File: src/rtl/debug_pkg.sv
// debug_pkg: shared constants, reader FSM states and select-code map for the debug scan path
package debug_pkg;
  localparam logic [7:0] DBG_HDR = 8'hA5;
  localparam logic [7:0] SEL_L1 = 8'h1F;
  localparam logic [7:0] SEL_L2 = 8'h20;
  localparam int NUM_MEM_SLICES = 16;
  typedef enum logic [2:0] {IDLE, HDR, SET, WAIT, CAPT, SEND, CSUM} dbg_rd_state_t;
  function automatic logic [7:0] sel_map(input logic [4:0] idx);
    return (int'(idx) < NUM_MEM_SLICES) ? {3'b000, idx} : (int'(idx) == NUM_MEM_SLICES) ? SEL_L1 : SEL_L2;
  endfunction
endpackage

File: src/rtl/dbg_byte_stream_reg.sv
// dbg_byte_stream_reg: holds one stream byte with its last flag until the valid/ready transfer
module dbg_byte_stream_reg #(
  parameter int DATA_W = 8
) (
  input  logic              clk,
  input  logic              rst,
  input  logic              load,
  input  logic [DATA_W-1:0] load_data,
  input  logic              load_last,
  input  logic              clear,
  input  logic              tx_ready,
  output logic [DATA_W-1:0] tx_data,
  output logic              tx_valid,
  output logic              tx_last
);
  logic [DATA_W-1:0] data_q, data_d;
  logic valid_q, valid_d, last_q, last_d;
  logic rel;
  assign rel = valid_q && tx_ready;
  always_comb begin
    data_d = load ? load_data : data_q;
    valid_d = clear ? 1'b0 : load ? 1'b1 : rel ? 1'b0 : valid_q;
    last_d = clear ? 1'b0 : load ? load_last : rel ? 1'b0 : last_q;
  end
  always_ff @(posedge clk or posedge rst) begin
    if (rst) begin
      data_q <= '0;
      valid_q <= 1'b0;
      last_q <= 1'b0;
    end else begin
      data_q <= data_d;
      valid_q <= valid_d;
      last_q <= last_d;
    end
  end
  assign tx_data = data_q;
  assign tx_valid = valid_q;
  assign tx_last = last_q;
endmodule

File: src/rtl/debug_scan_reader.sv
// debug_scan_reader: sequences debug mux selects, captures each value and streams a framed, checksummed byte stream
module debug_scan_reader
  import debug_pkg::*;
#(
  parameter int DATA_W = 8,
  parameter int NUM_SEL = 18,
  parameter int SAMPLE_DELAY = 2
) (
  input  logic              clk,
  input  logic              rst,
  input  logic              start,
  input  logic              single_mode,
  input  logic [DATA_W-1:0] single_sel,
  input  logic              abort,
  output logic [DATA_W-1:0] cfg_out,
  output logic              cfg_en,
  input  logic [DATA_W-1:0] dbg_in,
  output logic [DATA_W-1:0] tx_data,
  output logic              tx_valid,
  input  logic              tx_ready,
  output logic              tx_last,
  output logic              busy,
  output logic              done
);
  dbg_rd_state_t state_q, state_d;
  logic [4:0] idx_q, idx_d, last_idx;
  logic [7:0] wait_q, wait_d;
  logic [DATA_W-1:0] csum_q, csum_d, sel_q, sel_d, cfg_out_q, cfg_out_d, ld_data;
  logic single_q, single_d, cfg_en_q, cfg_en_d, done_q, done_d;
  logic ld, ld_last, clr, xfer;
  assign xfer = tx_valid && tx_ready;
  assign last_idx = single_q ? 5'd0 : 5'(NUM_SEL - 1);
  always_comb begin
    state_d = state_q;
    idx_d = idx_q;
    wait_d = wait_q;
    csum_d = csum_q;
    single_d = single_q;
    sel_d = sel_q;
    ld = 1'b0;
    ld_data = csum_q;
    ld_last = 1'b0;
    clr = 1'b0;
    done_d = 1'b0;
    if (abort) begin
      state_d = IDLE;
      clr = 1'b1;
    end else begin
      case (state_q)
        IDLE: if (start) begin
          single_d = single_mode;
          sel_d = single_sel;
          csum_d = '0;
          idx_d = '0;
          ld = 1'b1;
          ld_data = DATA_W'(DBG_HDR);
          state_d = HDR;
        end
        HDR: state_d = xfer ? SET : HDR;
        SET: begin
          wait_d = '0;
          state_d = (SAMPLE_DELAY == 1) ? CAPT : WAIT;
        end
        WAIT: begin
          wait_d = wait_q + 8'd1;
          state_d = (wait_q == 8'(SAMPLE_DELAY - 2)) ? CAPT : WAIT;
        end
        CAPT: begin
          ld = 1'b1;
          ld_data = dbg_in;
          csum_d = csum_q ^ dbg_in;
          state_d = SEND;
        end
        SEND: if (xfer) begin
          if (idx_q == last_idx) begin
            ld = 1'b1;
            ld_last = 1'b1;
            state_d = CSUM;
          end else begin
            idx_d = idx_q + 5'd1;
            state_d = SET;
          end
        end
        CSUM: if (xfer) begin
          done_d = 1'b1;
          state_d = IDLE;
        end
        default: state_d = IDLE;
      endcase
    end
    cfg_en_d = (state_d == SET);
    cfg_out_d = cfg_en_d ? (single_q ? sel_q : DATA_W'(sel_map(idx_d))) : cfg_out_q;
  end
  always_ff @(posedge clk or posedge rst) begin
    if (rst) begin
      state_q <= IDLE;
      idx_q <= '0;
      wait_q <= '0;
      csum_q <= '0;
      single_q <= 1'b0;
      sel_q <= '0;
      cfg_out_q <= '0;
      cfg_en_q <= 1'b0;
      done_q <= 1'b0;
    end else begin
      state_q <= state_d;
      idx_q <= idx_d;
      wait_q <= wait_d;
      csum_q <= csum_d;
      single_q <= single_d;
      sel_q <= sel_d;
      cfg_out_q <= cfg_out_d;
      cfg_en_q <= cfg_en_d;
      done_q <= done_d;
    end
  end
  dbg_byte_stream_reg #(.DATA_W(DATA_W)) u_stream (
    .clk(clk),
    .rst(rst),
    .load(ld),
    .load_data(ld_data),
    .load_last(ld_last),
    .clear(clr),
    .tx_ready(tx_ready),
    .tx_data(tx_data),
    .tx_valid(tx_valid),
    .tx_last(tx_last)
  );
  assign cfg_out = cfg_out_q;
  assign cfg_en = cfg_en_q;
  assign busy = (state_q != IDLE);
  assign done = done_q;
endmodule
File: config.mk
export PLATFORM = sky130hd
export DESIGN_NAME = debug_scan_reader
export DESIGN_NICKNAME = d
export VERILOG_FILES = /design/src/rtl/debug_pkg.sv /design/src/rtl/dbg_byte_stream_reg.sv /design/src/rtl/debug_scan_reader.sv
export SDC_FILE = /design/constraint.sdc
export NUM_CORES = 1
export LEC_CHECK = 0
export CAP_MARGIN = 20
export CORE_ASPECT_RATIO = 2
export CORE_UTILIZATION = 58
export DETAILED_ROUTE_END_ITERATION = 10
export PLACE_DENSITY = 0.85
export SYNTH_ARGS = -nofsm -noshare
export SYNTH_HDL_FRONTEND = slang
export SYNTH_HIERARCHICAL = 1
export SYNTH_SLANG_ARGS = --single-unit
File: constraint.sdc
create_clock -name clk -period 5.9 [get_ports clk]
set_input_delay 1.18 -clock clk [delete_from_list [all_inputs] [get_ports clk]]
set_output_delay 1.18 -clock clk [all_outputs]
set_load 0.02 [all_outputs]
### Word level (Yosys, flattened, before mapping)

Index checks and enable logic that the tools add are counted.

| storage, ports and cells | value |
|---|---|
| word-level logic and storage cells | 76 |
| flip-flop bits (word level) | 53 |
| input bits | 22 |
| output and inout port bits | 21 |

| cells by class | value |
|---|---|
| reductions and logical operators | 10 |
| magnitude comparators | 1 |
| bitwise gates (word level) | 2 |
| eq/ne operators | 10 |
| add/subtract/negate cells | 2 |
| multiplexer cells | 39 |

Operators by type and width:

| cell | count |
|---|---|
| 8-bit case mux with 2 select lines | 3 |
| 8-bit two-way mux | 4 |
| 5-bit two-way mux | 5 |
| 3-bit case mux with 7 select lines | 1 |
| 3-bit two-way mux | 6 |
| 1-bit two-way mux | 15 |
| 6-bit two-way mux | 2 |
| 5-bit case mux with 2 select lines | 1 |
| 3-bit by 2-bit == test with 1-bit output (second input constant) | 3 |
| 3-bit == test (second input constant) | 3 |
| 8-bit by 1-bit adder with 8-bit output (second input constant) | 1 |
| 8-bit zero test | 1 |
| 8-bit XOR | 1 |
| 3-bit AND reduction | 2 |
| 3-bit nonzero test | 2 |
| 5-bit by 1-bit adder with 5-bit output (second input constant) | 1 |
| 5-bit == test | 1 |
| 5-bit == test (second input constant) | 1 |
| 5-bit less-than comparator (second input constant) | 1 |
| 2-bit nonzero test | 2 |
| 3-bit by 1-bit == test with 1-bit output (second input constant) | 1 |
| 3-bit zero test | 1 |
| 1-bit case mux with 3 select lines | 1 |
| 2-bit two-way mux | 1 |
| 4 further kinds | 4 |

### Depth between registers and ports, before layout

| logic depth | value |
|---|---|
| depth after elaboration | 10 |
| mapped depth | 9 |
| gate-level depth less buffers | 8 |

### Hierarchy

Netlist, hierarchy kept.

By module, submodules not included:

| module | area an instance (um2) | cells each | times used |
|---|---|---|---|
| debug_scan_reader | 2311.0 | 265 | 1 |
| dbg_byte_stream_reg | 430.4 | 27 | 1 |

### Least setup slack after synthesis

No wires, ideal clock.

| timing | value |
|---|---|
| path type | input to register |
| start point | input abort |
| end point | register cfg_out_q[0] (netlist: cfg_out[0]) |
| slack | 2989 ps |
| arrival time | 2830 ps |
| stages | 8 |
| path buffers | 2 |
| data required time | 5818 ps |
| path through | buf_6 > or2_1 > buf_2 > a21oi_4 > o21ai_1 > a32o_2 > or4_4 > a31oi_1 |

| on the way | value |
|---|---|
| longest elaborated chain between the ends | 5 |
| elaborated cells between the ends (all ways) | 8 |
| those cells by class | order compare (1); eq/ne (2); mux (5) |

Ends and longest elaborated chain:

| element | RTL line | RTL |
|---|---|---|
| start, declared | debug_scan_reader.sv:14 | `input logic abort,` |
| 5-bit two-way mux * | debug_scan_reader.sv:45 | `if (abort) begin` |
| net idx_d[1] | debug_scan_reader.sv:26 | `logic [4:0] idx_q, idx_d, last_idx;` |
| branches (longest 2 deep; another with 5-bit less-than comparator) | n/a |  |
| 6-bit two-way mux * | debug_pkg.sv:9 | `return (int'(idx) < NUM_MEM_SLICES) ? {3'b000, idx} : (int'(idx) == NUM_MEM_SLICES) ? SEL_L1 : SEL_L2;` |
| 8-bit two-way mux * | debug_scan_reader.sv:92 | `cfg_out_d = cfg_en_d ? (single_q ? sel_q : DATA_W'(sel_map(idx_d))) : cfg_out_q;` |
| end signal, assigned | debug_scan_reader.sv:112 | `cfg_out_q <= cfg_out_d;` |
| end, declared | debug_scan_reader.sv:28 | `logic [DATA_W-1:0] csum_q, csum_d, sel_q, sel_d, cfg_out_q, cfg_out_d, ld_data;` |

Mark *: on every way through the listed nets, which the timed path passes.
A chain may end at the register's enable or synchronous reset.

### Final worst setup path

| timing | value |
|---|---|
| start point | input abort |
| end point | register cfg_out_q[2] (netlist: cfg_out[2]) |

Same word-level chain as after synthesis.

==> flow_metrics.py <==
metrics = {
    "status": {
        "status": "finished, final reports clean",
    },
    "sta": {
        "fin_crit_sh_pct": 57.9,
        "setup_tns_ps": 0,
        "max_clock_freq_ghz": 0.293,
        "layout_setup_ws_ps": 2490,
        "finalSetupViolCount": 0,
        "clock_skew_ps": 10.3,
        "rsz0062_at_grt": "no",
        "worst_pin_slew_ps": 877,
        "hold_viol": 0,
        "layout_min_cycle_time_ps": 3410,
        "maxSlewViolCount": 0,
        "timing.slew.headroom_pct": 41.6,
    },
    "clocking": {
        "clk_path_buf_depth": 2,
        "tritoncts": "built",
        "numCtsBuffers": 5,
        "cts_resized": 0,
        "clock_latency_ps": 310,
        "cts.sinks": 53,
        "clk_pin_slew_worst_paths_ps": 100,
        "h-tree-depth": 2,
        "postCtsSetupBuffers": 0,
        "hold_buffers": 0,
        "cts.root.buffer_cell": "clkbuf_8",
    },
    "placement": {
        "place_area_um2": 3170,
        "gp_congestion": 0.866,
        "io_buffers": 42,
        "dp_slack_ps": 2150,
        "hpwl_mm": 4.52,
    },
    "detailed_routing": {
        "detail_route.first_pass.iterations": 4,
        "initialDrtViolationCount": 65,
        "wl_met2_mm": 3.53,
        "met1Wirelength_mm": 2.45,
        "detail-route-antenna-nets": 0,
        "highest_layer": "met4",
        "drt-total-wl_mm": 6.28,
        "dr_total_vias": 2279,
        "drt-wirelength-per-cell_um": 16.2,
        "drt-vias-per-instance": 5.87,
        "drc": 0,
        "route.met3.wl_um": 143,
    },
    "synthesis": {
        "synth_ff_type": "dfrtp_1",
        "ys_seq_area_share_pct": 48.4,
        "yosysMostFrequentCell": "nand2_1",
        "syn_avg_cell_area_um2": 9.39,
        "yosys_warnings": 6,
        "synth-seq-cells": 53,
        "async_flop_share_pct": 100,
        "synth_compound_area_share_pct": 14.0,
        "synthTopCellsByArea": "dfrtp_1 (48%), nand2_1 (9.0%), nor2_1 (4.1%)",
        "synth_cell_types": 53,
        "synth_mux_area_share_pct": 4.66,
        "synth_top_cells_by_count": "nand2_1 (66), dfrtp_1 (53), nor2_1 (30)",
        "syn_inst": 292,
        "synth_simple_gate_area_share_pct": 25.1,
        "synth_top_area_share_pct": 48.4,
        "syn_nets": 317,
        "synth_top_family_by_area": "simple AND/OR/NAND/NOR gates",
        "synthXorXnorAreaFrac_pct": 2.56,
        "synthAdderAreaFrac_pct": 1.37,
        "synth_edf_count": 0,
        "syn_area_um2": 2740,
        "synth_top_area_cell": "dfrtp_1",
    },
    "run": {
        "drv_cap": 0,
    },
    "floorplan": {
        "die_w_um": 50.6,
        "start_util_pct": 60.2,
        "ioPinCount": 43,
        "dieArea_um2": 5020,
        "num_rows": 35,
        "core_region_area_um2": 4550,
        "dieHeight_um": 99.2,
    },
    "cells_and_area": {
        "final_nets": 357,
        "drive_gt1_share_pct": 9.31,
        "antenna_cells": 0,
        "utilization_pct": 72.1,
        "area_delta_synth_final_pct": 19.8,
        "fin_area_um2": 3280,
    },
    "power": {
        "ir_drop_v": 0.000252,
        "p_leak_nw": 1.50,
        "report.power.total_w": 0.000820,
        "pwr_density_cell_nw_per_um2": 250,
    },
    "setup_path": {
        "cp-start-kind": "input pin",
        "cp.required_ps": 6130,
        "critPathCaptureType": "flip-flop",
        "critPathKind": "input pin to flip-flop",
        "cp_max_fo": 12,
        "arrival_ps": 3640,
    },
    "global_route": {
        "grt_pass1_vias": 2332,
        "grt_max_degree": 44,
        "grt_overflow": 0,
        "grt_use_total_pct": 27.8,
        "grt_pass1_wl_mm": 10.6,
        "antenna_found_initial": 0,
    },
    "min_path": {
        "hold_path.class": "flip-flop to flip-flop",
    },
}
sequential cells by signal, summed over array words and instances, names as in the netlist:
name,cells
cfg_out,8
done,1
u_stream/tx_valid,1
cfg_en,1
sel_q,8
state_q,3
wait_q,8
single_q,1
u_stream/tx_data,8
idx_q,5
u_stream/tx_last,1
csum_q,8
worst max-delay path, stage by stage:
cell             delay [ps]
clkdlybuf4s50_1         640
nand4bb_1               400
or4_1                   560
o211ai_2                130
nand2_1                  90
or4_4                   450
a31oi_1                 180
layout by cell type (no fill, tap or decap), types with 2 or more instances in the layout:
cell type	n
nand2_1	66
dfrtp_1	53
clkdlybuf4s50_1	42
nor2_1	30
o21ai_0	13
inv_1	12
nand3_1	11
xor2_1	8
mux2_4	7
a21oi_1	6
a31oi_1	6
clkbuf_8	5
nor2b_1	4
and3_1	4
nor3_1	4
a22oi_1	4
and2_1	3
or4_1	3
a22o_1	3
ha_1	3
or2_1	2
nor3b_1	2
nand3b_1	2
a211oi_1	2
o21ai_1	2
nor4_1	2
a21o_1	2
mux2_2	2
buf_4	2
cells by family (layout without fill, tap and decap cells):
logic type,count (synthesis),count (layout)
compound gates,51,51
xor+xnor,8,8
fa+ha+maj,3,3
buf+inv,24,65
flops,53,53
mux,9,9
simple gates,144,144
per-layer routing:
layer  vias up  GRT usage [%]
met5         -              0
met4         0           12.4
met3        14           3.06
met2        55           50.2
met1      1128           32.0
li1       1082              -
report_power, final:
part           internal, W  total [W]  switching [W]
combinational    0.0000870   0.000179      0.0000921
sequential        0.000400   0.000434      0.0000336
clock            0.0000845   0.000207       0.000123
final timing paths:
kind,start,to,slack [ps],cells after the start
setup / recovery,abort,cfg_out[2]$_DFFE_PP0P_,2490,7
hold / removal,sel_q[6]$_DFFE_PP0P_,sel_q[6]$_DFFE_PP0P_,490,2
setup reg to reg,state_q[0]$_DFF_PP0_,cfg_out[2]$_DFFE_PP0P_,3230,6
hold reg to reg,sel_q[6]$_DFFE_PP0P_,sel_q[6]$_DFFE_PP0P_,490,2
max in group asynchronous,rst,cfg_en$_DFF_PP0_,4170,3
min in group asynchronous,rst,u_stream/tx_valid$_DFFE_PP0P_,1180,2
per-stage QoR:
stage | cells | hold WS (ps)
after floorplan | 292 | 445
after global placement | 378 | 461
after detailed placement | 378 | 468
after CTS | 386 | 493
after global routing | 388 | 517
final | 388 | 491
cell type report:
cell class | count | area (um^2)
Clock inverter | 3 | 21.3
Inverter | 12 | 45.0
Tap cell | 55 | 68.8
Fill cell | 364 | 1270
Clock buffer | 5 | 68.8
Sequential cell | 53 | 1330
Timing Repair Buffer | 45 | 447
Multi-Input combinational cell | 215 | 1310
Power figures use the tool's default switching activity.
